<file path="config.mk">
export PLATFORM = sky130hd
export DESIGN_NAME = ewb_cam
export DESIGN_NICKNAME = d
export VERILOG_FILES = /design/src/rtl/rv32i_types.sv /design/src/rtl/ewb_cam_match.sv /design/src/rtl/ewb_cam.sv
export SDC_FILE = /design/constraint.sdc
export NUM_CORES = 2
export LEC_CHECK = 0
export CORE_ASPECT_RATIO = 0.5
export CORE_MARGIN = 2
export CORE_UTILIZATION = 40
export DETAILED_ROUTE_END_ITERATION = 12
export PLACE_DENSITY_LB_ADDON = 0.25
export SYNTH_ARGS = -nofsm -noshare
export SYNTH_HDL_FRONTEND = slang
export SYNTH_SLANG_ARGS = --single-unit
export TNS_END_PERCENT = 50
</file>
<file path="constraint.sdc">
create_clock -name clk -period 31.7 [get_ports clk]
set_clock_uncertainty 0.05 [all_clocks]
set_input_delay 9.51 -clock clk [delete_from_list [all_inputs] [get_ports clk]]
set_output_delay 9.51 -clock clk [all_outputs]
set_load 0.05 [all_outputs]
</file>
<file path="src/rtl/rv32i_types.sv">
// Shared constants and entry layout for the eviction write buffer (ewb_cam).
package rv32i_types;

  localparam int unsigned EwbWidth     = 256;
  localparam int unsigned EwbDepthLog2 = 3;
  localparam int unsigned EwbOffsetW   = 5;

  typedef struct packed {
    logic                      valid;
    logic [31-EwbOffsetW:0]    tag;
    logic [EwbWidth-1:0]       data;
  } ewb_entry_t;

endpackage

</file>
<file path="src/rtl/ewb_cam_match.sv">
// Tag compare across all entries; on several matches picks the one closest to newest_i
// (the most recently allocated slot).
module ewb_cam_match #(
  parameter int unsigned DEPTH_LOG2 = 3,
  parameter int unsigned TAG_W      = 27
) (
  input  logic [2**DEPTH_LOG2-1:0]             valid_i,
  input  logic [2**DEPTH_LOG2-1:0][TAG_W-1:0]  tags_i,
  input  logic [TAG_W-1:0]                     key_i,
  input  logic [DEPTH_LOG2-1:0]                newest_i,
  output logic                                 hit_o,
  output logic [DEPTH_LOG2-1:0]                idx_o
);

  localparam int Depth = 2**DEPTH_LOG2;
  typedef logic [DEPTH_LOG2-1:0] idx_t;

  idx_t idx;

  // Walk from oldest to youngest so the last match seen is the youngest.
  always_comb begin
    hit_o = 1'b0;
    idx_o = '0;
    idx   = '0;
    for (int k = Depth - 1; k >= 0; k--) begin
      idx = newest_i - idx_t'(k);
      if (valid_i[idx] && (tags_i[idx] == key_i)) begin
        hit_o = 1'b1;
        idx_o = idx;
      end
    end
  end

endmodule

</file>
<file path="src/rtl/ewb_cam.sv">
// Eviction write buffer: circular FIFO of dirty lines with a registered CAM lookup.
// Define EWB_CAM_COALESCE_EN to merge writes into a matching non-head entry.
module ewb_cam
  import rv32i_types::*;
#(
  parameter int unsigned WIDTH      = EwbWidth,
  parameter int unsigned DEPTH_LOG2 = EwbDepthLog2,
  parameter int unsigned OFFSET_W   = EwbOffsetW
) (
  input  logic                  clk,
  input  logic                  rst,
  input  logic                  wr_valid_i,
  input  logic [31:0]           wr_addr_i,
  input  logic [WIDTH-1:0]      wr_data_i,
  output logic                  wr_ready_o,
  output logic                  rd_valid_o,
  output logic [31:0]           rd_addr_o,
  output logic [WIDTH-1:0]      rd_data_o,
  input  logic                  rd_yumi_i,
  input  logic                  lk_valid_i,
  input  logic [31:0]           lk_addr_i,
  output logic                  lk_hit_o,
  output logic [WIDTH-1:0]      lk_data_o,
  output logic [DEPTH_LOG2:0]   count_o
);

  localparam int unsigned Depth = 2**DEPTH_LOG2;
  localparam int unsigned TagW  = 32 - OFFSET_W;

  typedef logic [DEPTH_LOG2-1:0] ptr_t;
  typedef logic [DEPTH_LOG2:0]   cnt_t;

  localparam cnt_t FullCnt = cnt_t'(Depth);

  ptr_t             wr_ptr_q, wr_ptr_d, rd_ptr_q, rd_ptr_d, newest;
  cnt_t             count_q, count_d;
  logic [Depth-1:0] valid_q, valid_d;
  logic             lk_hit_q, lk_hit_d;
  logic [WIDTH-1:0] lk_data_q, lk_data_d;

  logic [31:0]      addr_q [Depth];
  logic [WIDTH-1:0] data_q [Depth];

  logic [Depth-1:0][TagW-1:0] tags;
  logic             lk_hit;
  ptr_t             lk_idx;
  logic             co_hit;
  ptr_t             co_idx;
  logic             wr_fire, alloc, co_fire, rd_fire;
  logic             unused_lk_offset;

  assign unused_lk_offset = ^lk_addr_i[OFFSET_W-1:0];
  assign newest           = wr_ptr_q - ptr_t'(1);

  always_comb begin
    for (int i = 0; i < Depth; i++) tags[i] = addr_q[i][31:OFFSET_W];
  end

  ewb_cam_match #(
    .DEPTH_LOG2 (DEPTH_LOG2),
    .TAG_W      (TagW)
  ) u_lk_match (
    .valid_i  (valid_q),
    .tags_i   (tags),
    .key_i    (lk_addr_i[31:OFFSET_W]),
    .newest_i (newest),
    .hit_o    (lk_hit),
    .idx_o    (lk_idx)
  );

`ifdef EWB_CAM_COALESCE_EN
  // The head may already be streaming out to memory, so it never absorbs a write.
  logic [Depth-1:0] co_valid;
  always_comb begin
    co_valid           = valid_q;
    co_valid[rd_ptr_q] = 1'b0;
  end

  ewb_cam_match #(
    .DEPTH_LOG2 (DEPTH_LOG2),
    .TAG_W      (TagW)
  ) u_co_match (
    .valid_i  (co_valid),
    .tags_i   (tags),
    .key_i    (wr_addr_i[31:OFFSET_W]),
    .newest_i (newest),
    .hit_o    (co_hit),
    .idx_o    (co_idx)
  );
`else
  assign co_hit = 1'b0;
  assign co_idx = '0;
`endif

  always_comb begin
    rd_valid_o = (count_q != '0);
    wr_ready_o = (count_q != FullCnt) || co_hit;
    wr_fire    = wr_valid_i && wr_ready_o;
    alloc      = wr_fire && !co_hit;
    co_fire    = wr_fire && co_hit;
    rd_fire    = rd_valid_o && rd_yumi_i;
    rd_addr_o  = addr_q[rd_ptr_q];
    rd_data_o  = data_q[rd_ptr_q];
    count_o    = count_q;
    lk_hit_o   = lk_hit_q;
    lk_data_o  = lk_data_q;
  end

  always_comb begin
    wr_ptr_d  = wr_ptr_q + ptr_t'(alloc);
    rd_ptr_d  = rd_ptr_q + ptr_t'(rd_fire);
    count_d   = count_q + cnt_t'(alloc) - cnt_t'(rd_fire);
    valid_d   = valid_q;
    if (rd_fire) valid_d[rd_ptr_q] = 1'b0;
    if (alloc)   valid_d[wr_ptr_q] = 1'b1;
    lk_hit_d  = lk_hit_q;
    lk_data_d = lk_data_q;
    if (lk_valid_i) begin
      lk_hit_d  = lk_hit;
      lk_data_d = data_q[lk_idx];
    end
  end

  always_ff @(posedge clk or posedge rst) begin
    if (rst) begin
      wr_ptr_q  <= '0;
      rd_ptr_q  <= '0;
      count_q   <= '0;
      valid_q   <= '0;
      lk_hit_q  <= 1'b0;
      lk_data_q <= '0;
    end else begin
      wr_ptr_q  <= wr_ptr_d;
      rd_ptr_q  <= rd_ptr_d;
      count_q   <= count_d;
      valid_q   <= valid_d;
      lk_hit_q  <= lk_hit_d;
      lk_data_q <= lk_data_d;
    end
  end

  // Line storage carries no reset; valid bits gate every use.
  always_ff @(posedge clk) begin
    if (alloc) begin
      addr_q[wr_ptr_q] <= wr_addr_i;
      data_q[wr_ptr_q] <= wr_data_i;
    end
    if (co_fire) data_q[co_idx] <= wr_data_i;
  end

endmodule

</file>
==> impl_metrics.py <==
metrics = {
    "clocking": {
        "cts_setup_buffers": 0,
        "cts_hold_buf": 0,
        "cts-root-buf": "clkbuf_16",
        "clk_pin_slew_worst_paths_ns": 0.07,
        "clock_latency_ns": 0.90,
        "cts_tree": "built",
        "numCtsBuffers": 236,
        "cts_max_level": 4,
        "clock_sinks": 2579,
        "cts_resized": 0,
        "clock_path_buffers": 4,
    },
    "synth": {
        "yosysWarnings": 0,
        "yosysTopAreaCell": "edfxtp_1",
        "async_flop_share_pct": 10.7,
        "synth.top_cell.area_share_pct": 57.6,
        "synth_cell_types": 87,
        "syn_nets": 8103,
        "synth_edf_count": 2304,
        "ys_seq_elements": 2579,
        "synthesis.area_um2": 120000,
        "synth_flop_cell": "edfxtp_1",
        "synth.area.top_cells": "edfxtp_1 (58%), a22oi_1 (7.2%), mux2i_1 (6.1%)",
        "ys_seq_area_share_pct": 63.3,
        "syn_inst": 7765,
        "synth_area_per_cell_um2": 15.5,
    },
    "floorplan": {
        "start_util_pct": 40.2,
        "core_um2": 299000,
        "die_y_um": 391,
        "die-area_um2": 305000,
        "num_rows": 142,
        "die-width_um": 779,
        "ios": 876,
    },
    "power_and_ir_drop": {
        "netSwitchingFraction_pct": 44.5,
        "power_frac_comb_pct": 49.9,
        "pwr-share-seq_pct": 30.6,
        "power_leakage_uw": 0.0436,
        "internal_power_uw": 8190,
        "ir_drop_uv": 157,
        "total_power_uw": 14700,
        "cellPowerDensity_nw_per_um2": 105,
        "clkPwrFrac_pct": 19.5,
        "p_switching_uw": 6560,
    },
    "timing": {
        "finalCritPeriodShare_pct": 55.4,
        "setup_ws_ns": 14.15,
        "hold_viol_final": 0,
        "finalSetupViolCount": 0,
        "worst_pin_slew_ns": 1.26,
        "max_freq_ghz": 0.0570,
        "min_period_ns": 17.55,
        "finalSetupTns_ns": 0,
        "max_slew_margin_pct": 16.0,
        "slew_violations": 0,
        "rsz0062_at_grt": "false",
        "hold_slack_ns": 0.433,
    },
    "routing": {
        "routed_wl_um": 438000,
        "wl_per_cell_um": 34.8,
        "viasPerCell": 6.63,
        "drc": 0,
        "drt-initial-drc-count": 10678,
        "drtPass1Iterations": 8,
        "ant_nets": 0,
        "vias": 83535,
    },
    "worst_setup_path": {
        "critical_path.most_common_cell": "buf_4",
        "cp-endpoint": "lk_data_o[81]",
        "cp_max_fo": 62,
        "timing.rr.start": "wr_ptr_q[0]",
        "crit_type": "in2reg",
        "worstRegToRegCells": 18,
        "start_kind": "input port",
        "worst_ep_required_time_ns": 32.47,
        "setup.worst_path.start": "lk_addr_i[11]",
        "cpMaxStageDelayCell": "clkdlybuf4s50_1",
        "rrSetupSlack_ns": 20.84,
        "r2r-end": "lk_data_o[95]",
        "cp-end-kind": "flop",
        "slowest_delay_ns": 0.94,
        "crit_chain": "clkdlybuf4s50_1 > xnor2_1 > nor4_1 > o2111ai_1 > or3b_1 > a22o_1 > a211oi_2 > mux2i_4 > buf_4 > buf_4 > buf_4 > buf_4 > buf_4 > mux2i_1 > a221o_1 > o2bb2ai_1",
        "worstPathArrival_ns": 18.32,
    },
    "grt": {
        "grt_pass1_wl_um": 609000,
        "grt_start_max_net_pins": 154,
        "antenna_found_initial": 94,
        "grt_overflow": 0,
        "grt_pass1_vias": 80757,
        "grt_use_total_pct": 27.5,
    },
    "finish": {
        "final_nets": 8632,
        "mostFrequentLayoutCells": "edfxtp_1 (2304), a22oi_1 (1159), clkdlybuf4s50_1 (870)",
        "fin_area_um2": 140000,
        "layout_commonest_cell": "edfxtp_1",
        "syn_to_final_growth_pct": 16.5,
        "drive_gt1_share_pct": 14.8,
    },
    "hold_path": {
        "worstHoldPathCells": 1,
        "min-delay-start": "lk_data_o[82]",
        "hold_path_class": "reg2reg",
    },
    "job": {
        "drv_cap": 0,
    },
    "placed_design": {
        "port_buffers": 870,
        "globalplace.congestion": 0.993,
        "dp_slack_ns": 13.36,
        "dp_hpwl_um": 247000,
        "place_area_um2": 132000,
    },
    "run_status": {
        "status": "complete, no violations",
    },
}
critical path: cells and delay by family:
kind,cells,cell delay (ns)
buffers and inverters,6,4.88
multiplexers,2,0.48
AND/OR/NAND/NOR,2,1.34
XOR/XNOR,1,0.30
AO/OA/AOI/OAI,5,1.54
synth_stat cells (all sizes together) (6+ instances only):
library cell,instances
mux2,267
edfxtp,2304
o21ai,81
nor2,53
nor3,15
a221o,256
xor2,20
a21o,12
a31o,185
nor2b,8
nor4,38
nand2,74
a2111oi,9
o2bb2ai,187
o2111ai,7
a22o,72
inv,26
clkbuf,443
mux4,247
nand3,23
a21oi,18
nand2b,11
xnor2,180
dfrtp,275
a221oi,259
and2,10
nand4,376
buf,295
a31oi,6
o211ai,7
o22ai,18
mux2i,729
ha,12
a22oi,1159
per-layer routing:
layer,part of all wire (%),vias to the layer above,GRT usage [%]
met5,0.019,-,0
met4,7.0,12,17.3
met3,8.4,1088,3.99
met2,47,4949,43.4
met1,38,43356,36.0
li1,-,34130,-
how the worst min path moves through the flow:
stage	endpoint	slack [ns]
6_report	lk_data_o[82]	0.43
5_1_grt	lk_data_o[163]	0.45
4_1_cts	lk_data_o[12]	0.44
3_5_place_dp	lk_data_o[207]	0.42
3_3_place_gp	lk_data_o[72]	0.42
2_1_floorplan	valid_q[0]	0.45
logic make-up (layout without fill, tap and decap cells):
group,after synthesis,count (layout),share of synthesized area [%]
AO/OA/AOI/OAI,2315,2315,15.6
multiplexers,1243,1243,13.3
AND/OR/NAND/NOR,645,645,3.15
flip-flops,2579,2579,63.3
adder cells (fa/ha/maj),13,13,0.142
XOR/XNOR,202,202,1.51
other,0,71,0
buffers and inverters,768,1493,2.92
through the flow:
| stage | instances | util [%] |
|---|---|---|
| global placement | 12088 | 44.2 |
| finish | 12593 | 46.8 |
| CTS | 12522 | 46.7 |
| detailed placement | 12088 | 44.2 |
| global route | 12588 | 46.8 |
| floorplan | 7765 | - |
layout make-up:
cell class | instances | area, um^2
Clock inverter | 113 | 1060
Inverter | 30 | 130
Sequential cell | 2579 | 76100
Fill cell | 25641 | 159000
Tap cell | 4032 | 5040
Clock buffer | 321 | 6500
Antenna cell | 71 | 178
Multi-Input combinational cell | 4418 | 40700
Timing Repair Buffer | 1029 | 10200
power by group through the flow:
stage | sequential, uW | clock (uW) | combinational (uW)
global route | 4560 | 3050 | 7550
floorplan | 4890 | 0 | 4500
CTS | 4500 | 2910 | 7310
finish | 4510 | 2880 | 7360
detailed placement | 4570 | 0 | 7290
global placement | 4560 | 0 | 7290
flip-flops by register name (all words and copies together), names as in the netlist:
register,count
addr_q,256
count_o,4
data_q,2048
lk_data_o,256
lk_hit_o,1
rd_ptr_q,3
valid_q,8
wr_ptr_q,3
Power figures use the tool's default switching activity.
==> RTL change, RTL diff (config.mk and constraints unchanged) <==
Build with the macro `EWB_CAM_COALESCE_EN` defined.
--- a/src/rtl/ewb_cam.sv
+++ b/src/rtl/ewb_cam.sv
@@ -1,4 +1,6 @@
 // Eviction write buffer: circular FIFO of dirty lines with a registered CAM lookup.
 // Define EWB_CAM_COALESCE_EN to merge writes into a matching non-head entry.
+`define EWB_CAM_COALESCE_EN
+
 module ewb_cam
   import rv32i_types::*;
Check against the original RTL: not settled (the Yosys comparison gave no result); the edit may change what the design does.
==> RTL change against the unedited design <==
Final cell count is 5.9% higher; final area grew 5.4%; sequential share of layout area fell by 2.8 points; die area increased by 5.8%; setup slack lost 5.8 ns; synthesized area rose by 5.8%; power rose by 18%; wire length increased by 10%; sequential cell count unchanged; critical path depth down 6; highest routed layer unchanged.
==> RTL change: results (changes against the unedited design) <==
[critical_path]
critical_path_peak_fanout = 17  ; -73%
critical_path_arrival_ns = 13.76  ; -4.56 ns

[grt]
grt_first_pass_wirelength_mm = 661  ; +8.6%
global_route.usage.total_pct = 28.6  ; +1.1 points
grt_start_max_net_pins = 114  ; -26%
grt_antenna_before_repair = 76  ; -19%
first_global_vias = 82100  ; +1.7%

[place]
routabilityCongestion = 1.03  ; +4.1%
dp_slack_ns = 8.57  ; -4.79 ns
dp_hpwl_mm = 296  ; +20%
dpl-instance-area_um2 = 139000  ; +5.5%

[clocking]
post-cts-setup-buffer-count = 0  ; unchanged
cts-buffers-inserted = 239  ; +1.3%
insertion_delay_ns = 0.88  ; -0.02 ns
cts-htree-levels = 4  ; unchanged
buffer_cell_driving_the_clock_tree_root = sky130_fd_sc_hd__clkbuf_16

[pwr]
vdd_ir_drop_max_mv = 0.138  ; -12%
static-leakage-power_nw = 46.8  ; +7.4%
internal_power_mw = 9.11  ; +11%

[drt]
drtIter0Drc = 11100  ; +3.7%
wirelength_met1_mm = 192  ; +15%
routed-via-count = 86000  ; +3.0%
route.met3.wl_mm = 33.7  ; -8.7%
detailedRoute.firstPassIterationCount = 6  ; -2
drt-wirelength-per-cell_um = 36.2  ; +4.0%
drt-vias-per-instance = 6.45  ; -2.8%

[synth]
synth_top_cells_by_area = sky130_fd_sc_hd__edfxtp_1, sky130_fd_sc_hd__a22oi_1, sky130_fd_sc_hd__dfrtp_1
synthTopCellsByCount = sky130_fd_sc_hd__edfxtp_1, sky130_fd_sc_hd__a22oi_1, sky130_fd_sc_hd__mux2_2, sky130_fd_sc_hd__mux2i_1, sky130_fd_sc_hd__xnor2_1
postSynthAreaPerCell_um2 = 15.5  ; about the same
netlist-cell-type-count = 99  ; +14%
portion_of_the_post_synthesis_area_used_by_sequential_elements_pct = 59.9  ; -3.5 points

[run_status]
result_of_the_run = finished, final reports clean

[cells_and_area]
num-nets-final = 9190  ; +6.5%
drive_gt1_share_pct = 23.7  ; +8.9 points

[sta]
worst_slew_pin_slew_ns = 1.26  ; +0.00263 ns

## RTL change: per-stage QoR
| step | hold slack [ns] | util [%] | power (mW) | setup TNS [ns] |
|---|---|---|---|---|
| detailed placement | 0.493 | 44.1 | 14.4 | 0 |
| floorplan | 0.427 | - | 10.9 | -1.28 |
| finish | 0.504 | 46.6 | 17.5 | 0 |
| CTS | 0.507 | 46.6 | 17.4 | 0 |
| global placement | 0.491 | 44.1 | 14.4 | 0 |
| global route | 0.526 | 46.6 | 17.9 | 0 |
## RTL change: critical path, cell delays in order
cell,delay (ns)
sky130_fd_sc_hd__clkdlybuf4s50_1,1.11
sky130_fd_sc_hd__xnor2_1,0.21
sky130_fd_sc_hd__nor4_1,0.18
sky130_fd_sc_hd__and4_1,0.47
sky130_fd_sc_hd__nor4bb_1,0.75
sky130_fd_sc_hd__nor2_1,0.18
sky130_fd_sc_hd__nand4_1,0.14
sky130_fd_sc_hd__buf_4,0.23
sky130_fd_sc_hd__or2_2,0.15
sky130_fd_sc_hd__clkdlybuf4s50_1,0.79
## RTL change: power groups by stage
stage                     Clock [mW]  Combinational [mW]  Sequential (mW)
after global routing            3.14                10.1             4.65
final                           2.97                9.89             4.60
after CTS                       3.01                9.77             4.59
after detailed placement           0                9.74             4.66
after global placement             0                9.76             4.65
after floorplan                    0                5.75             5.11
## RTL change: cell families after synthesis
| family | after synthesis | synth area share (%) |
|---|---|---|
| XOR/XNOR | 377 | 2.64 |
| AND/OR/NAND/NOR | 761 | 3.48 |
| adder cells (fa/ha/maj) | 13 | 0.134 |
| multiplexers | 1568 | 16.2 |
| AO/OA/AOI/OAI | 2197 | 14.7 |
| flip-flops | 2579 | 59.9 |
| buffers and inverters | 723 | 3.05 |
## RTL change: worst paths after layout
path / start / to / slack (ns) / cells past startpoint
setup / recovery: wr_addr_i[12] / wr_ready_o / 8.38 / 10
hold / removal: count_o[0] / count_o[0] / 0.50 / 1
setup reg to reg: wr_ptr_q[0] / lk_data_o[219] / 19.10 / 21
hold reg to reg: count_o[0] / count_o[0] / 0.50 / 1
max in group asynchronous: rst / lk_data_o[92] / 18.98 / 5
min in group asynchronous: rst / lk_data_o[69] / 9.13 / 2
## RTL change: layer usage
layer  GRT usage (%)  vias to the layer above
met1            38.3                    45000
li1                -                    35400
met3            3.20                      952
met2            45.6                     4663
met5               0                        -
met4            16.4                        6
## RTL change: area by class of cell
type | instances | area (um2)
inverters | 39 | 154
fillers | 27300 | 169000
repair buffers | 1077 | 10500
diodes | 62 | 155
clock inverters | 111 | 1260
well taps | 4218 | 5280
multi-input cells | 4916 | 47400
clock buffers | 333 | 6660
flip-flops and latches | 2579 | 76100
